<file path="src/rtl/hps_frame_reader_if.sv">
// HPS frame reader bus: HPS PIO request/ack lines plus SDRAM read FIFO 1 port.
//
// Handshake: the HPS side asks for a word by toggling i_hps_req (either edge
// counts as one request). The reader answers with o_fifo_rd for one cycle,
// latches the FIFO word into o_word/o_row/o_col, and only then toggles o_ack.
// Software may read o_word/o_row/o_col once it sees o_ack differ from the
// value it last observed. At most one request may be outstanding beyond the
// one in service; a further request is dropped and flagged on o_overrun.
interface hps_frame_reader_if;
   logic        i_hps_start;
   logic        i_hps_req;
   logic [15:0] i_fifo_rdata;
   logic        o_fifo_rd;
   logic [15:0] o_word;
   logic [8:0]  o_row;
   logic [5:0]  o_col;
   logic        o_ack;
   logic        o_busy;
   logic        o_done;
   logic        o_overrun;
   logic [2:0]  o_state;

   // Driver side (HPS bridge / FIFO model).
   modport master (
      output i_hps_start, i_hps_req, i_fifo_rdata,
      input  o_fifo_rd, o_word, o_row, o_col, o_ack,
      input  o_busy, o_done, o_overrun, o_state
   );

   // Reader side.
   modport slave (
      input  i_hps_start, i_hps_req, i_fifo_rdata,
      output o_fifo_rd, o_word, o_row, o_col, o_ack,
      output o_busy, o_done, o_overrun, o_state
   );
endinterface

</file>
<file path="src/rtl/hps_frame_reader.sv">
// CLOCK_50-domain bridge from SDRAM read FIFO 1 (16 packed 1-bpp pixels per
// word) to the HPS PIO. Each HPS request toggle becomes one FIFO read strobe;
// the word is latched with its row/column address and acknowledged by a
// toggle, so software walks one frame with no lost or duplicated words.
module hps_frame_reader #(
   parameter int WORDS_PER_ROW = 40,
   parameter int ROWS          = 480,
   parameter int RD_LAT        = 1,
   parameter int SYNC_STAGES   = 2
) (
   input logic               CLOCK_50,
   input logic               DLY_RST_1,
   hps_frame_reader_if.slave bus
);

   localparam logic [2:0] IDLE      = 3'd0;
   localparam logic [2:0] WAIT_REQ  = 3'd1;
   localparam logic [2:0] FETCH     = 3'd2;
   localparam logic [2:0] WAIT_DATA = 3'd3;
   localparam logic [2:0] LATCH     = 3'd4;
   localparam logic [2:0] ACK       = 3'd5;
   localparam logic [2:0] DONE      = 3'd6;

   localparam logic [5:0] COL_LAST = 6'(WORDS_PER_ROW - 1);
   localparam logic [8:0] ROW_LAST = 9'(ROWS - 1);
   localparam logic [1:0] LAT_LOAD = 2'(RD_LAT - 1);

   logic [SYNC_STAGES-1:0] start_sync;
   logic [SYNC_STAGES-1:0] req_sync;
   logic                   start_prev;
   logic                   req_prev;
   logic                   start_s;
   logic                   req_s;
   logic                   start_rise;
   logic                   start_fall;
   logic                   req_evt;

   logic [2:0]  state;
   logic [2:0]  state_nxt;
   logic        pending;
   logic        pend_nxt;
   logic        ovr_set;
   logic        abort;
   logic        do_latch;
   logic        do_ack;
   logic        last_word;
   logic        do_last;
   logic [1:0]  lat_cnt;

   logic [8:0]  row_cnt;
   logic [5:0]  col_cnt;
   logic [15:0] word_q;
   logic [8:0]  row_q;
   logic [5:0]  col_q;
   logic        ack_q;
   logic        busy_q;
   logic        done_q;
   logic        overrun_q;

   assign start_s    = start_sync[SYNC_STAGES-1];
   assign req_s      = req_sync[SYNC_STAGES-1];
   assign start_rise = start_s & ~start_prev;
   assign start_fall = ~start_s & start_prev;
   assign req_evt    = req_s ^ req_prev;

   // Abort only matters while a frame is in progress; DONE keeps its result.
   assign abort     = start_fall && (state != IDLE) && (state != DONE);
   assign do_latch  = (state == LATCH) && !start_rise && !abort;
   assign do_ack    = (state == ACK) && !start_rise && !abort;
   assign last_word = (row_q == ROW_LAST) && (col_q == COL_LAST);
   assign do_last   = do_ack && last_word;

   // Shift both asynchronous HPS lines through the synchronizer chains.
   always_ff @(posedge CLOCK_50 or negedge DLY_RST_1) begin
      if (!DLY_RST_1) begin
         start_sync <= '0;
         req_sync   <= '0;
      end else begin
         start_sync <= {start_sync[SYNC_STAGES-2:0], bus.i_hps_start};
         req_sync   <= {req_sync[SYNC_STAGES-2:0], bus.i_hps_req};
      end
   end

   // Remember last synchronized levels for edge detection.
   always_ff @(posedge CLOCK_50 or negedge DLY_RST_1) begin
      if (!DLY_RST_1) begin
         start_prev <= 1'b0;
         req_prev   <= 1'b0;
      end else begin
         start_prev <= start_s;
         req_prev   <= req_s;
      end
   end

   // Next-state, pending and overrun decisions; start edges take priority.
   always_comb begin
      state_nxt = state;
      pend_nxt  = pending;
      ovr_set   = 1'b0;
      if (start_rise) begin
         // A request arriving with the start edge is discarded.
         state_nxt = WAIT_REQ;
         pend_nxt  = 1'b0;
      end else if (abort) begin
         state_nxt = IDLE;
      end else begin
         case (state)
            IDLE: begin
            end
            WAIT_REQ: begin
               if (req_evt || pending) begin
                  state_nxt = FETCH;
                  // A fresh event while consuming the pending one stays queued.
                  pend_nxt  = req_evt && pending;
               end
            end
            FETCH: begin
               state_nxt = (RD_LAT > 1) ? WAIT_DATA : LATCH;
            end
            WAIT_DATA: begin
               if (lat_cnt <= 2'd1) begin
                  state_nxt = LATCH;
               end
            end
            LATCH: begin
               state_nxt = ACK;
            end
            ACK: begin
               state_nxt = last_word ? DONE : WAIT_REQ;
            end
            DONE: begin
            end
            default: begin
               state_nxt = IDLE;
            end
         endcase

         // Requests arriving mid-service queue one deep; the frame's final ACK
         // discards them since nothing is left to fetch.
         if (req_evt && ((state == FETCH) || (state == WAIT_DATA) ||
                         (state == LATCH) || ((state == ACK) && !last_word))) begin
            if (pending) begin
               ovr_set = 1'b1;
            end else begin
               pend_nxt = 1'b1;
            end
         end
      end
   end

   // FSM state and the pending request flag.
   always_ff @(posedge CLOCK_50 or negedge DLY_RST_1) begin
      if (!DLY_RST_1) begin
         state   <= IDLE;
         pending <= 1'b0;
      end else begin
         state   <= state_nxt;
         pending <= pend_nxt;
      end
   end

   // Frame status flags: busy, done and sticky overrun.
   always_ff @(posedge CLOCK_50 or negedge DLY_RST_1) begin
      if (!DLY_RST_1) begin
         busy_q    <= 1'b0;
         done_q    <= 1'b0;
         overrun_q <= 1'b0;
      end else if (start_rise) begin
         busy_q    <= 1'b1;
         done_q    <= 1'b0;
         overrun_q <= 1'b0;
      end else begin
         if (abort || do_last) begin
            busy_q <= 1'b0;
         end
         if (do_last) begin
            done_q <= 1'b1;
         end
         if (ovr_set) begin
            overrun_q <= 1'b1;
         end
      end
   end

   // FIFO read latency countdown, armed on the strobe cycle.
   always_ff @(posedge CLOCK_50 or negedge DLY_RST_1) begin
      if (!DLY_RST_1) begin
         lat_cnt <= 2'd0;
      end else if (state == FETCH) begin
         lat_cnt <= LAT_LOAD;
      end else if ((state == WAIT_DATA) && (lat_cnt != 2'd0)) begin
         lat_cnt <= lat_cnt - 2'd1;
      end
   end

   // Row/column address of the next word to be latched.
   always_ff @(posedge CLOCK_50 or negedge DLY_RST_1) begin
      if (!DLY_RST_1) begin
         row_cnt <= 9'd0;
         col_cnt <= 6'd0;
      end else if (start_rise) begin
         row_cnt <= 9'd0;
         col_cnt <= 6'd0;
      end else if (do_latch) begin
         if (col_cnt == COL_LAST) begin
            col_cnt <= 6'd0;
            row_cnt <= row_cnt + 9'd1;
         end else begin
            col_cnt <= col_cnt + 6'd1;
         end
      end
   end

   // Capture the FIFO word with its address; held across abort and re-arm.
   always_ff @(posedge CLOCK_50 or negedge DLY_RST_1) begin
      if (!DLY_RST_1) begin
         word_q <= 16'd0;
         row_q  <= 9'd0;
         col_q  <= 6'd0;
      end else if (do_latch) begin
         word_q <= bus.i_fifo_rdata;
         row_q  <= row_cnt;
         col_q  <= col_cnt;
      end
   end

   // Toggle the acknowledge once the latched word is stable.
   always_ff @(posedge CLOCK_50 or negedge DLY_RST_1) begin
      if (!DLY_RST_1) begin
         ack_q <= 1'b0;
      end else if (do_ack) begin
         ack_q <= ~ack_q;
      end
   end

   // The strobe is decoded from FETCH so it lasts exactly one cycle; a word
   // read in a cycle that also aborts is simply not latched.
   assign bus.o_fifo_rd = (state == FETCH);
   assign bus.o_word    = word_q;
   assign bus.o_row     = row_q;
   assign bus.o_col     = col_q;
   assign bus.o_ack     = ack_q;
   assign bus.o_busy    = busy_q;
   assign bus.o_done    = done_q;
   assign bus.o_overrun = overrun_q;
   assign bus.o_state   = state;

endmodule

</file>
<file path="src/flat_wrapper.sv">
// flat-port wrapper written by rule: the top's interface ports become plain ports
module hps_frame_reader_flat 
#(
   parameter int WORDS_PER_ROW = 40,
   parameter int ROWS          = 480,
   parameter int RD_LAT        = 1,
   parameter int SYNC_STAGES   = 2
)
  (CLOCK_50, DLY_RST_1, bus_i_hps_start, bus_i_hps_req, bus_i_fifo_rdata, bus_o_fifo_rd, bus_o_word, bus_o_row, bus_o_col, bus_o_ack, bus_o_busy, bus_o_done, bus_o_overrun, bus_o_state);
  hps_frame_reader_if bus_i ();
  input logic CLOCK_50;
  input logic DLY_RST_1;
  input wire logic [$bits(bus_i.i_hps_start)-1:0] bus_i_hps_start;
  input wire logic [$bits(bus_i.i_hps_req)-1:0] bus_i_hps_req;
  input wire logic [$bits(bus_i.i_fifo_rdata)-1:0] bus_i_fifo_rdata;
  output wire logic [$bits(bus_i.o_fifo_rd)-1:0] bus_o_fifo_rd;
  output wire logic [$bits(bus_i.o_word)-1:0] bus_o_word;
  output wire logic [$bits(bus_i.o_row)-1:0] bus_o_row;
  output wire logic [$bits(bus_i.o_col)-1:0] bus_o_col;
  output wire logic [$bits(bus_i.o_ack)-1:0] bus_o_ack;
  output wire logic [$bits(bus_i.o_busy)-1:0] bus_o_busy;
  output wire logic [$bits(bus_i.o_done)-1:0] bus_o_done;
  output wire logic [$bits(bus_i.o_overrun)-1:0] bus_o_overrun;
  output wire logic [$bits(bus_i.o_state)-1:0] bus_o_state;
  assign bus_i.i_hps_start = bus_i_hps_start;
  assign bus_i.i_hps_req = bus_i_hps_req;
  assign bus_i.i_fifo_rdata = bus_i_fifo_rdata;
  assign bus_o_fifo_rd = bus_i.o_fifo_rd;
  assign bus_o_word = bus_i.o_word;
  assign bus_o_row = bus_i.o_row;
  assign bus_o_col = bus_i.o_col;
  assign bus_o_ack = bus_i.o_ack;
  assign bus_o_busy = bus_i.o_busy;
  assign bus_o_done = bus_i.o_done;
  assign bus_o_overrun = bus_i.o_overrun;
  assign bus_o_state = bus_i.o_state;
  hps_frame_reader #(.WORDS_PER_ROW(WORDS_PER_ROW), .ROWS(ROWS), .RD_LAT(RD_LAT), .SYNC_STAGES(SYNC_STAGES)) u_core (.CLOCK_50(CLOCK_50), .DLY_RST_1(DLY_RST_1), .bus(bus_i));
endmodule
</file>
<file path="config.mk">
export PLATFORM = sky130hd
export DESIGN_NAME = hps_frame_reader_flat
export DESIGN_NICKNAME = d
export VERILOG_FILES = /design/src/rtl/hps_frame_reader_if.sv /design/src/rtl/hps_frame_reader.sv /design/src/flat_wrapper.sv
export SDC_FILE = /design/constraint.sdc
export NUM_CORES = 1
export LEC_CHECK = 0
export CAP_MARGIN = 20
export CORE_MARGIN = 2
export CORE_UTILIZATION = 30
export DETAILED_ROUTE_END_ITERATION = 6
export GPL_TIMING_DRIVEN = 1
export PLACE_DENSITY = 0.51
export SLEW_MARGIN = 40
export SYNTH_ARGS = -nofsm -noshare
export SYNTH_HDL_FRONTEND = slang
export SYNTH_SLANG_ARGS = --single-unit
</file>
<file path="constraint.sdc">
create_clock -name CLOCK_50 -period 1.6 [get_ports CLOCK_50]
set_input_delay 0.32 -clock CLOCK_50 [delete_from_list [all_inputs] [get_ports CLOCK_50]]
set_output_delay 0.32 -clock CLOCK_50 [all_outputs]
set_load 0.005 [all_outputs]
</file>
==> results of run 1 <==
==> kinds of logic after synthesis <==
family                     count (synthesis)  synth area share, %
muxes                                      4                1.381
and+or+nand+nor                          169                28.43
DFF                                       62                53.49
xor gates and xnor gates                   6                2.071
adders and majority gates                  5                2.114
buffers and inverters                     25                3.925
AOI/OAI and AO/OA                         37                8.586
==> where the power goes <==
group,internal [mW],switching (mW),total (mW)
combinational,0.847,0.588,1.43
sequential,1.81,0.146,1.96
clock,0.598,0.629,1.23
total,3.26,1.36,4.62
==> worst min path at each step <==
stage	end	cells past startpoint	slack, ns
after floorplan	u_core.bus.o_ack	0	0.02
after global placement	u_core.req_sync[1]	0	0.33
after detailed placement	u_core.req_sync[1]	0	0.35
after CTS	u_core.start_sync[1]	0	0.36
after global routing	u_core.req_sync[1]	0	0.37
final	u_core.req_sync[1]	0	0.35
==> cell usage after synthesis (4+ instances only) <==
master    instances  area share (%)
nand3_1          11             1.9
o21ai_1           4            0.69
or4_1             6             1.6
mux2i_1           4             1.4
o21ai_0           6             1.0
nand2b_1          7             1.5
buf_2             7             1.2
ha_1              4             1.7
a21oi_1           7             1.2
nor2_1            6            0.78
clkbuf_1          5            0.65
xor2_1            4             1.2
dfrtp_1          62              53
nand2_1         109              14
inv_1             9             1.2
nand4_1           5             1.1
==> routing by layer <==
layer,routed length (um),share of wire [%],GRT usage [%]
met1,3757,44,21.40
met2,4275,50,28.64
met3,314,3.7,4.583
met4,161,1.9,7.385
met5,0,0,0
==> cell type report <==
| class | count | area, um^2 | share of cell area [%] |
|---|---|---|---|
| clock buffer | 12 | 145.1 | 2.903 |
| sequential | 62 | 1555 | 31.11 |
| timing repair buffer | 155 | 1435 | 28.70 |
| clock inverter | 4 | 22.52 | 0.4505 |
| inverter | 10 | 37.54 | 0.7508 |
| multi-input combinational | 221 | 1643 | 32.86 |
| tap | 129 | 161.4 | 3.228 |
==> per-stage QoR <==
| stage | util, % | setup TNS [ns] |
|---|---|---|
| 3_5_place_dp | 44.12 | -2.416 |
| 5_1_grt | 53.60 | -4.476 |
| 2_1_floorplan | - | -0.003820 |
| 4_1_cts | 49.73 | -0.5946 |
| 3_3_place_gp | 44.12 | -1.692 |
| 6_report | 53.60 | -1.638 |
==> registers in the layout (all words and copies together), names as in the netlist, 2 cells and up <==
signal              count
u_core.bus.o_word      16
u_core.bus.o_row        9
u_core.row_cnt          9
u_core.bus.o_col        6
u_core.col_cnt          6
u_core.bus.o_state      3
u_core.lat_cnt          2
u_core.req_sync         2
u_core.start_sync       2
==> worst max-delay path: cells and delay by family (launching register included) <==
family / cells / cell delay [ns]
and+or+nand+nor: 2 / 0.76
DFF: 1 / 0.35
AOI/OAI and AO/OA: 2 / 0.23
adders and majority gates: 1 / 0.17
buffers and inverters: 1 / 0.14
==> repair_timing <==
| action | 4_1_cts | 5_1_grt |
|---|---|---|
| endpoints found under the setup margin | 64 | 52 |
| pin swaps | 20 | 59 |
| gates resized for setup | 63 | 81 |
| hold buffers | 1 | 0 |
| setup buffers | 20 | 4 |
| hold endpoints to repair | 62 | 0 |
| cloned | 0 | 2 |
==> metrics.md, run 1 <==
| Metric | Value |
|---|---|
| Outcome | `complete, but fails checks` |
| Failing checks | `setup timing` |
| DR DRC count | `0` |
| Antenna violations before repair | `0` |
| Finished Layout Cells | `593` |
| P&R area growth vs syn | `72.39%` |
| Delay of the slowest cell on the worst path | `0.48 ns` |
| Syn Area/Cell | `9.417 um^2` |
| Worst hold start | `u_core.req_sync[0]` |
| Mapped Nets | `332` |
| Filler Cell Count | `870` |
| Leak | `2.459 nW` |
| Vert. Die Dim | `102.3 um` |
| R2R Setup Slk | `-0.13 ns` |
| Total power | `4.620 mW` |
| EDFF count, synth | `0` |
| Fin. Hold Viols | `0` |
| Peak VDD IR | `506.7 uV` |
| Maxcap violations | `0` |
| Clock latency at the later pin of the worst-skew pair | `0.34 ns` |
| Die ar. | `10,470 um^2` |
| Share of cells above drive strength 1 | `42.46%` |
| Total track usage | `17.31%` |
| Mapped Area | `2900 um^2` |
| Count of clock tree sinks | `62` |
| FFs w/ async S/R, synth | `100.0%` |
| Die width | `102.3 um` |
| Top FF cell, synth | `dfrtp_1` |
| CTS root buf | `clkbuf_8` |
| Tmin final | `1.729 ns` |
| Reg clk slew, reported paths | `0.07 ns` |
| Cells along the critical path | `ha_2 > and4bb_2 > a21oi_4 > buf_6 > or4_1 > a21oi_1` |
| Grt total ovfl | `0` |
| Iteration-0 DRC Markers | `74` |
| DP Cell Count | `550` |
| Largest net degree at the start of global routing | `63` |
| Drt first pass iters | `4` |
| Post-Syn Instances | `308` |
| End point of the critical path | `u_core.row_cnt[2]` |
| Clock Path Buffers | `2` |
| Critical path endpoint category | `flip-flop` |
| DP Wirelength | `5475 um` |
| Vias per cell | `4.680` |
| Vias in the first global route | `2,949` |
| Initial core utilization | `31.09%` |
| Final Setup Violations | `43` |
| I/O pins | `59` |
| DP Worst Slack | `-0.1320 ns` |
| Port Buffers | `58` |
| RR Startpoint | `u_core.col_cnt[1]` |
| CP arrival | `1.99 ns` |
| R2r endpoint | `u_core.row_cnt[2]` |
| Final RePlAce weighted congestion | `0.8294` |
| Most frequent cells in the layout | `buf_4 (73), nand2_1 (69), dfrtp_1 (59)` |
| # rows | `35` |
| Worst Clk Skew | `0.008825 ns` |
| Kind of critical path | `reg -> reg` |
| Max-slew violation count | `0` |
| NumNets Final | `483` |
| Power density cells | `924.1 nW/um^2` |
| Post-synth cell types | `55` |
| R2R depth | `6` |
| Worst-Margin Slew | `0.3430 ns` |
| Commonest non-fill, non-tap cell in the layout | `buf_4` |
| Slowest CP cell | `or4_1` |
| Hold WC Path Type | `reg -> reg` |
| Inserted Diodes | `0` |
| Crit share post-route | `108.1%` |
| RSZ-0062 raised after global routing | `yes` |
| Crit Path Max Fanout | `5` |
| Startpoint types | `flip-flop` |
| Seq cells post-synth | `62` |
| Critical Path Start | `u_core.col_cnt[1]` |
| YS warnings | `0` |
| CP Data Required Time | `1.86 ns` |
| Post-route cell area | `5000 um^2` |
| First-pass GRT wire length | `13,950 um` |
| WHS | `0.3530 ns` |
| Dpl cell area | `4115 um^2` |
| Max Clk Rate | `578.3 MHz` |
| Vias | `2,775` |
| Worst slew margin | `77.05%` |
| Total core area | `9328 um^2` |
| Final ANT Viol Nets | `0` |
| Avg WL per Cell | `14.35 um` |
| Setup ws final | `-0.1291 ns` |
| CTS tree | `done` |
| Fraction of the yosys area taken by sequential cells | `53.49%` |
| Detailed Route WL | `8508 um` |
| Max H-tree Level | `3` |
| CTS Buf Count | `9` |
Power figures use the tool's default switching activity.
==> run 2, diff against run 1 <==
--- a/config.mk
+++ b/config.mk
@@ -8,9 +8,12 @@
 export CAP_MARGIN = 20
 export CORE_MARGIN = 2
 export CORE_UTILIZATION = 30
+export CTS_CLUSTER_SIZE = 8
 export DETAILED_ROUTE_END_ITERATION = 6
+export DONT_BUFFER_PORTS = 1
 export GPL_TIMING_DRIVEN = 1
-export PLACE_DENSITY = 0.51
+export PLACE_DENSITY = 0.43
+export REMOVE_ABC_BUFFERS = 1
 export SLEW_MARGIN = 40
 export SYNTH_ARGS = -nofsm -noshare
 export SYNTH_HDL_FRONTEND = slang
==> run 2 against run 1 <==
Net effect:
- the run ends with hold timing, setup timing left
- combinational power fell by 47%
- power fell by 10%
- sequential power rose by 3%
- cell area fell by 20%
- non-clock buffer count fell by 74
- clock-buffer cell count fell by 1
- critical endpoint is now u_core.row_cnt[3]
- core utilization fell by 11 points
- clock power rose by 11%
==> metrics.md, run 2 (synthesis gave the netlist of run 1 again) <==
| Metric | Value |
|---|---|
| Finished Layout Cells | `519` |
| Total power | `4.136 mW` |
| Commonest non-fill, non-tap cell in the layout | `nand2_1` |
| Detailed Route WL | `7550 um` |
| Max-slew violation count | `0` |
| CP arrival | `1.95 ns` |
| Most frequent cells in the layout | `nand2_1 (108), buf_4 (70), dfrtp_1 (60)` |
| # rows | `35` |
| Peak VDD IR | `443.5 uV` |
| CTS Hold Bufs | `2` |
| Cells along the critical path | `ha_2 > and4bb_2 > a21oi_2 > buf_6 > or4_4 > a21oi_2` |
| RSZ-0062 raised after global routing | `yes` |
| Max Clk Rate | `595.2 MHz` |
| Total track usage | `15.37%` |
| DP Cell Count | `488` |
| Vias in the first global route | `2,461` |
| CTS tree | `done` |
| Final Setup Violations | `6` |
| Antenna violations before repair | `0` |
| First-pass GRT wire length | `12,130 um` |
| Failing checks | `hold timing, setup timing` |
| Share of cells above drive strength 1 | `33.59%` |
| Reg clk slew, reported paths | `0.07 ns` |
| Vert. Die Dim | `102.3 um` |
| Filler Cell Count | `959` |
| Maxcap violations | `0` |
| Fin. Hold Viols | `62` |
| Grt total ovfl | `0` |
| Kind of critical path | `reg -> reg` |
| Critical path endpoint category | `flip-flop` |
| CTS Buf Count | `9` |
| Core Util, Final | `43.06%` |
| Iteration-0 DRC Markers | `124` |
| Initial core utilization | `31.09%` |
| NumNets Final | `410` |
| Total core area | `9328 um^2` |
| Crit Path Max Fanout | `6` |
| Largest register FFs | `16` |
| Final RePlAce weighted congestion | `0.8059` |
| CP Data Required Time | `1.87 ns` |
| Avg WL per Cell | `14.55 um` |
| Power density cells | `1030 nW/um^2` |
| Slowest CP cell | `or4_4` |
| Die width | `102.3 um` |
| Leak | `1.877 nW` |
| Delay of the slowest cell on the worst path | `0.47 ns` |
| Outcome | `complete, but fails checks` |
| Dpl cell area | `3493 um^2` |
| Vias per cell | `4.674` |
| Crit share post-route | `105.0%` |
| Die ar. | `10,470 um^2` |
| I/O pins | `59` |
| Critical Path Most Common Cell | `a21oi_2` |
| Drt first pass iters | `4` |
| Max H-tree Level | `3` |
| Startpoint types | `flip-flop` |
| WHS | `-0.3335 ns` |
| Hold WC Path Type | `in -> async` |
| Tmin final | `1.680 ns` |
| Post-route cell area | `4016 um^2` |
| DR DRC count | `0` |
| Worst slew margin | `76.98%` |
| P&R area growth vs syn | `38.48%` |
| Count of clock tree sinks | `62` |
| Final ANT Viol Nets | `0` |
| Setup ws final | `-0.08018 ns` |
| Inserted Diodes | `0` |
| Largest net degree at the start of global routing | `63` |
| Clock latency at the later pin of the worst-skew pair | `0.34 ns` |
| DP Wirelength | `5112 um` |
| Worst Clk Skew | `0.007172 ns` |
| Clock Path Buffers | `2` |
| Vias | `2,426` |
| Worst-Margin Slew | `0.3421 ns` |
| CTS root buf | `clkbuf_8` |
| Port Buffers | `0` |
-- run 2: worst paths after layout --
| path | from | end | slack (ns) | depth (start not counted) |
|---|---|---|---|---|
| setup / recovery | u_core.col_cnt[0] | u_core.row_cnt[3] | -0.08 | 6 |
| hold / removal | DLY_RST_1 | u_core.bus.o_state[1] | -0.33 | 0 |
| setup reg to reg | u_core.col_cnt[0] | u_core.row_cnt[3] | -0.08 | 6 |
| hold reg to reg | u_core.start_sync[0] | u_core.start_sync[1] | 0.35 | 0 |
| max in group asynchronous | DLY_RST_1 | u_core.bus.o_word[15] | 1.84 | 0 |
| min in group CLOCK_50 | bus_i_fifo_rdata[2] | u_core.bus.o_word[2] | 0.08 | 2 |
-- run 2: what timing repair did --
action,CTS,global route
setup endpoints to repair,47,30
gates resized for setup,29,17
pin swaps,13,9
cloned,1,1
buffers inserted,6,6
endpoints found under the hold margin,64,62
-- run 2: metrics by stage --
| stage | TNS [ns] | hold WS (ns) | setup slack (ns) |
|---|---|---|---|
| 2_1_floorplan | -7.985 | 0.02441 | -0.3063 |
| 3_3_place_gp | -2.732 | 0.02574 | -0.1715 |
| 3_5_place_dp | -3.186 | 0.02627 | -0.1833 |
| 4_1_cts | -0.4940 | -0.3536 | -0.08475 |
| 5_1_grt | -1.230 | -0.3698 | -0.1424 |
| 6_report | -0.2985 | -0.3335 | -0.08018 |
-- run 2: layout make-up --
cell class | instances | area, um^2 | share of cell area [%]
Tap cell | 129 | 161.4 | 4.019
Timing Repair Buffer | 81 | 655.6 | 16.32
Multi-Input combinational cell | 222 | 1419 | 35.33
Clock inverter | 4 | 47.55 | 1.184
Clock buffer | 11 | 141.4 | 3.520
Inverter | 10 | 37.54 | 0.9346
Sequential cell | 62 | 1554 | 38.69
-- run 2: per-layer routing --
| metal | vias up | routed length (um) | global-route usage (%) |
|---|---|---|---|
| met2 | 60 | 3479 | 24.54 |
| met4 | 0 | 162 | 6.256 |
| met3 | 15 | 413 | 4.993 |
| li1 | 1202 | - | - |
| met5 | - | 0 | 0 |
| met1 | 1149 | 3495 | 19.29 |
-- run 2: critical path, delay by kind of cell (launching register included) --
kind,cells,cell delay (ns)
adder cells (fa/ha/maj),1,0.17
AND/OR/NAND/NOR,2,0.72
AO/OA/AOI/OAI,2,0.21
buffers and inverters,1,0.13
flip-flops,1,0.35
-- run 2: power by group --
part | leakage (nW) | switching, mW | internal (mW)
logic | 1.01 | 0.377 | 0.378
registers | 0.775 | 0.200 | 1.82
clock network | 0.0952 | 0.617 | 0.748
total | 1.88 | 1.19 | 2.94
==> run 3, diff against run 2 <==
--- a/config.mk
+++ b/config.mk
@@ -8,6 +8,7 @@
 export CAP_MARGIN = 20
 export CORE_MARGIN = 2
 export CORE_UTILIZATION = 30
+export CTS_CLUSTER_DIAMETER = 80
 export CTS_CLUSTER_SIZE = 8
 export DETAILED_ROUTE_END_ITERATION = 6
 export DONT_BUFFER_PORTS = 1
==> results of run 3 <==
Same layout as run 2: the final DEF is identical, and so are final timing and power.
==> variant 1, RTL diff (flow settings as in run 3) <==
`WORDS_PER_ROW` is set to 40 in 2 places; all go to 20.
--- a/src/rtl/hps_frame_reader.sv
+++ b/src/rtl/hps_frame_reader.sv
@@ -3,7 +3,7 @@
 // the word is latched with its row/column address and acknowledged by a
 // toggle, so software walks one frame with no lost or duplicated words.
 module hps_frame_reader #(
-   parameter int WORDS_PER_ROW = 40,
+   parameter int WORDS_PER_ROW = 20,
    parameter int ROWS          = 480,
    parameter int RD_LAT        = 1,
    parameter int SYNC_STAGES   = 2
--- a/src/flat_wrapper.sv
+++ b/src/flat_wrapper.sv
@@ -1,7 +1,7 @@
 // flat-port wrapper written by rule: the top's interface ports become plain ports
 module hps_frame_reader_flat 
 #(
-   parameter int WORDS_PER_ROW = 40,
+   parameter int WORDS_PER_ROW = 20,
    parameter int ROWS          = 480,
    parameter int RD_LAT        = 1,
    parameter int SYNC_STAGES   = 2
Formal check against the unedited RTL: no difference found for any inputs over 10 cycles, from zero or initial values and one cycle with DLY_RST_1 low; that may be too few to reach the edited logic, so the function may still have changed.
==> variant 1 against run 3 <==
- the flow still finishes with violations (negative hold slack, negative setup slack)
- sequential cell count unchanged
- wire length fell by 3.6%
- area after synthesis shrank 5.3%
- cell area decreased by 3.1%
- worst setup slack lost 0.32 ns
- hold slack gained 0.0055 ns
- non-clock buffer count down 18
- power is 2.7% higher
- largest power group unchanged
==> variant 1: results (changes against run 3) <==
- Insertion delay to the later sink of the worst-skew pair: 0.34 ns (about the same)
- Hold Violations, Final: 62 (unchanged)
- DP HPWL: 4600 µm (-9.9%)
- Fill count: 860 (-10%)
- WP data arrival: 2.27 ns (+0.32 ns)
- Clock transition at path regs: 0.08 ns
- Final WL: 7280 µm (-3.6%)
- Total track usage: 14.8% (-0.57 points)
- Maximum fanout along the worst path: 3 (-3)
- Mapped Cells: 293 (-4.9%)
- Slew HR: 74.2% (-2.8 points)
- Initial DRC count: 63 (-49%)
- Vias: 2,307 (-4.9%)
- Number of synthesis warnings: 0 (unchanged)
- Port Buffers: 0 (unchanged)
- Gpl congestion: 0.784 (-2.7%)
- Worst VDD drop: 0.466 mV (+5.0%)
- CTS HTree Levels: 3 (unchanged)
- First-pass DRT Iterations: 4 (unchanged)
- Max reg flops: 16 (unchanged)
- Max Slew Vio Count: 0 (unchanged)
- Leakage: 1.82 nW (-3.1%)
- Max incr delay on CP: 0.55 ns (+0.08 ns)
- Sequential area share after synthesis: 56.5% (+3.0 points)
- Clk Tree Root Cell: clkbuf_8
- HP Class: in -> async
- Synth top area cells: dfrtp_1 56%, nand2_1 14%, nand3_1 2.0%
- Final setup viols: 18 (+12)
- Most used flip-flop cell after synthesis: dfrtp_1
- Ratio of cells with drive above 1 in the final layout: 35.1% (+1.5 points)
- Initial antenna violation count: 0 (unchanged)
- Maximum clock insertion buffer count: 2 (unchanged)
- Dpl cells: 433 (-11%)
- Post-synth top cells: 104 x nand2_1, 62 x dfrtp_1, 13 x clkbuf_1, 11 x nand3_1, 11 x o21ai_0
- Largest net degree at the start of global routing: 63 (unchanged)
- CP max-delay cell: or4b_4
- DR WL/cell: 15.6 µm (+7.1%)
- Antenna Nets Post-Route: 0 (unchanged)
- Netlist cell types: 41 (-25%)
- Outcome: finished, violations left
- Net count, final: 378 (-7.8%)
- Violated checks: negative hold slack, negative setup slack
- Worst Skew: 0.0127 ns (+0.00549 ns)
- # diodes: 0 (unchanged)
- Setup ws final: -0.401 ns (-0.321 ns)
- Post-synth ARST share: 100% (unchanged)
- Fin Hold WS: -0.328 ns (+0.00554 ns)
- Cts hold-fix bufs: 2 (unchanged)
- First-pass GRT wire length: 11,600 µm (-4.8%)
- CTS Buf Count: 9 (unchanged)
- DP Worst Slack: -0.426 ns (-0.242 ns)
- Final setup TNS: -3.03 ns (-2.73 ns)
- Max-cap violations: 0 (unchanged)
[variant 1: cell count changes after synthesis, sizes merged, moves of 3 or more]
cell and change:
or3 +4, nand2 -6, clkbuf +8, xnor2 +3, inv -3, nand2b -4
mux2i -4, buf -10, a31oi -3
[variant 1: logic make-up (layout without fill, tap and decap cells)]
logic type | after synthesis | count (layout) | synth area share (%)
simple gates | 159 | 159 | 27.1
flops | 62 | 62 | 56.5
compound gates | 40 | 40 | 9.34
buf+inv | 20 | 86 | 2.73
xor+xnor | 8 | 8 | 2.55
fa+ha+maj | 4 | 4 | 1.82
[variant 1: critical path: cells and delay by family, from the launching register on]
kind | cells | cell delay [ns]
simple gates | 4 | 1.56
flops | 1 | 0.38
[variant 1: cell type report]
cell class	instances	area (µm²)	area share, %
Inverter	7	26.3	0.675
Clock buffer	11	141	3.63
Tap cell	108	135	3.47
Timing Repair Buffer	63	591	15.2
Clock inverter	5	81.3	2.09
Multi-Input combinational cell	211	1360	35.1
Sequential cell	62	1550	39.9
[variant 1: worst paths after layout]
kind | from | to | slack, ns | cells after the start
max | u_core.bus.o_col[3] | u_core.bus.o_state[2] | -0.40 | 4
min | DLY_RST_1 | u_core.bus.o_word[2] | -0.33 | 0
max reg2reg | u_core.bus.o_col[3] | u_core.bus.o_state[2] | -0.40 | 4
min reg2reg | u_core.req_sync[0] | u_core.req_sync[1] | 0.35 | 0
max in group asynchronous | DLY_RST_1 | u_core.start_sync[0] | 1.81 | 0
min in group CLOCK_50 | bus_i_fifo_rdata[10] | u_core.bus.o_word[10] | 0.07 | 2
[variant 1: layer usage]
layer	track usage [%]	share of wire [%]
met2	22.5	48
met5	0	0
met3	4.43	3.6
met4	4.11	1.1
met1	20.6	48
[variant 1: power breakdown]
group | total, W | internal [W] | switching (W)
Clock | 0.00156 | 0.000923 | 0.000641
Combinational | 0.000658 | 0.000312 | 0.000346
Sequential | 0.00203 | 0.00182 | 0.000201
[variant 1: timing repair]
item                                    in CTS  in global routing
endpoints found under the setup margin      49                 48
cloned                                       0                  3
pin swaps                                   18                 29
resized for setup                           20                 61
buffers inserted                             5                  8
hold endpoints to repair                    64                 62
[variant 1: metrics by stage]
stage | cell area, µm² | hold WS (ns)
floorplan | 2700 | 0.0244
global placement | 3170 | 0.0270
detailed placement | 3170 | 0.0273
CTS | 3530 | -0.356
global route | 3890 | -0.359
finish | 3890 | -0.328
==> variant 2, RTL diff (flow settings as in run 3) <==
Without the edit above. Compare `col_cnt` against `COL_LAST` with >= in place of ==.
--- a/src/rtl/hps_frame_reader.sv
+++ b/src/rtl/hps_frame_reader.sv
@@ -202,7 +202,7 @@
          row_cnt <= 9'd0;
          col_cnt <= 6'd0;
       end else if (do_latch) begin
-         if (col_cnt == COL_LAST) begin
+         if (col_cnt >= COL_LAST) begin
             col_cnt <= 6'd0;
             row_cnt <= row_cnt + 9'd1;
          end else begin
Formal check against the unedited RTL: same outputs for any inputs over 10 cycles, from zero or initial values and one cycle with DLY_RST_1 low; that may be too few to reach the edited logic, so the function may still have changed.
==> variant 2 against run 3 <==
- the run still ends with negative hold slack, negative setup slack left
- first-iteration DRC count down 40%
- worst setup slack better by 0.029 ns
- synthesized cell count down 6.2%
- wire length down 10%
- sequential cell count unchanged
- cell area down 12%
- power up 14%
- area after synthesis down 5.6%
- combinational power up 54%
- critical path depth down 1
==> variant 2: results (changes against run 3) <==
- Worst-Margin Slew: 0.424 ns (+0.0816 ns)
- Post-synth EDFFs: 0 (unchanged)
- Number of global-route vias before repair: 2,202 (-11%)
- Port Buffers: 0 (unchanged)
- First-pass GRT wire length: 11,200 µm (-7.8%)
- Hold Violations, Final: 62 (unchanged)
- Synth top area cells: dfrtp_1 57%, nand2_1 15%, a21oi_1 2.2%
- Top cell type's share of synthesized area: 56.6% (+3.2 points)
- # diodes: 0 (unchanged)
- Fin Hold WS: -0.339 ns (-0.00537 ns)
- Max reg flops: 16 (unchanged)
- Maximum fanout along the worst path: 5 (-1)
- Vias: 2,153 (-11%)
- Max incr delay on CP: 0.42 ns (-0.05 ns)
- Delay-heaviest family, CP: simple AND/OR/NAND/NOR gates
- Fill count: 904 (-5.7%)
- Final setup viols: 6 (unchanged)
- Worst Skew: 0.00901 ns (+0.00184 ns)
- Net count, final: 356 (-13%)
- Worst VDD drop: 0.557 mV (+26%)
- Insertion delay to the later sink of the worst-skew pair: 0.34 ns (about the same)
- Violated checks: negative hold slack, negative setup slack
- DP Worst Slack: -0.122 ns (+0.0609 ns)
- CP max-delay cell: dfrtp_1
- DR WL/cell: 15.2 µm (+4.6%)
- HP Class: in -> async
- DP Area: 3130 µm² (-10%)
- Cts hold-fix bufs: 2 (unchanged)
- Int Power: 0.00323 W (+9.7%)
- Area grow syn2layout: 29.0%
- Sequential area share after synthesis: 56.6% (+3.2 points)
- Gpl congestion: 0.762 (-5.4%)
- Ratio of cells with drive above 1 in the final layout: 25.8% (-7.8 points)
- DP HPWL: 4600 µm (-10%)
- Mapped Cells: 289 (-6.2%)
- Clk Tree Root Cell: clkbuf_8
- Setup ws final: -0.0508 ns (+0.0294 ns)
- Post-synth top cells: 108 x nand2_1, 62 x dfrtp_1, 12 x a21oi_1, 10 x o21ai_0, 9 x clkbuf_1
- WP data arrival: 1.93 ns (-0.02 ns)
- Initial DRC count: 74 (-40%)
- Total track usage: 14.6% (-0.79 points)
- Clock transition at path regs: 0.07 ns (about the same)
- Outcome: finished, violations left
- Vias per inst: 4.84 (+3.5%)
- Leakage: 1.66 nW (-12%)
- Maximum clock insertion buffer count: 2 (unchanged)
- Largest net degree at the start of global routing: 63 (unchanged)
- Min Clock Period, post-route: 1.65 ns (-0.0294 ns)
- Final setup TNS: -0.202 ns (+0.0960 ns)
- Remaining DRCs: 0 (unchanged)
- Dpl cells: 424 (-13%)
- Netlist cell types: 45 (-18%)
- CTS HTree Levels: 3 (unchanged)
variant 2: cell count changes after synthesis, moves of 4 or more:
cell | run 3 | this run
mux2i_1 | 4 | 0
o21ai_0 | 6 | 10
a21oi_1 | 7 | 12
clkbuf_1 | 5 | 9
o31ai_1 | 3 | 7
nor2_1 | 6 | 2
nand3b_1 | 0 | 4
nand2b_1 | 7 | 2
variant 2: what timing repair did:
action	CTS	global route
gates cloned	0	1
pin swaps	6	19
gates resized for setup	4	32
endpoints found under the setup margin	12	30
hold endpoints to repair	64	62
setup buffers	0	2
variant 2: kinds of logic after synthesis:
| kind of cell | Yosys count | synth area share [%] |
|---|---|---|
| compound gates | 46 | 11.4 |
| xor+xnor | 3 | 0.960 |
| fa+ha+maj | 4 | 1.83 |
| buf+inv | 20 | 2.92 |
| flops | 62 | 56.6 |
| simple gates | 154 | 26.3 |
variant 2: final cells by class:
| class | instances | area share (%) |
|---|---|---|
| Multi-Input combinational cell | 207 | 35.5 |
| Inverter | 7 | 0.744 |
| Timing Repair Buffer | 45 | 10.4 |
| Sequential cell | 62 | 43.9 |
| Clock buffer | 12 | 4.39 |
| Tap cell | 108 | 3.83 |
| Clock inverter | 4 | 1.28 |
variant 2: layer usage:
metal / vias to the layer above / GRT usage [%] / share of wire [%]
met5: - / 0 / 0
met4: 0 / 8.22 / 2.3
met3: 11 / 3.65 / 3.9
met2: 42 / 20.5 / 45
met1: 1024 / 20.4 / 49
li1: 1076 / - / -
variant 2: path summary, 6_finish.rpt:
| check | end | startpoint | slack (ns) | cells past startpoint |
|---|---|---|---|---|
| max | u_core.row_cnt[7] | u_core.bus.o_state[0] | -0.05 | 5 |
| max reg2reg | u_core.row_cnt[7] | u_core.bus.o_state[0] | -0.05 | 5 |
| min in group CLOCK_50 | u_core.bus.o_word[12] | bus_i_fifo_rdata[12] | 0.08 | 2 |
| min reg2reg | u_core.req_sync[1] | u_core.req_sync[0] | 0.35 | 0 |
| min | u_core.lat_cnt[0] | DLY_RST_1 | -0.34 | 0 |
| max in group asynchronous | u_core.bus.o_col[3] | DLY_RST_1 | 1.81 | 0 |
variant 2: power by group through the flow:
stage	logic, W	clock network, W	registers [W]
2_1_floorplan	0.000566	0	0.00216
5_1_grt	0.00131	0.00152	0.00217
4_1_cts	0.00105	0.00146	0.00215
6_report	0.00116	0.00142	0.00213
3_5_place_dp	0.00103	0	0.00217
3_3_place_gp	0.00102	0	0.00217
variant 2: worst register-to-register path: stages, from the launching register on:
cell and delay [ns]:
dfrtp_1 0.42, nor3b_4 0.31, a41oi_4 0.19, buf_6 0.17, or3_4 0.36, a21oi_2 0.13
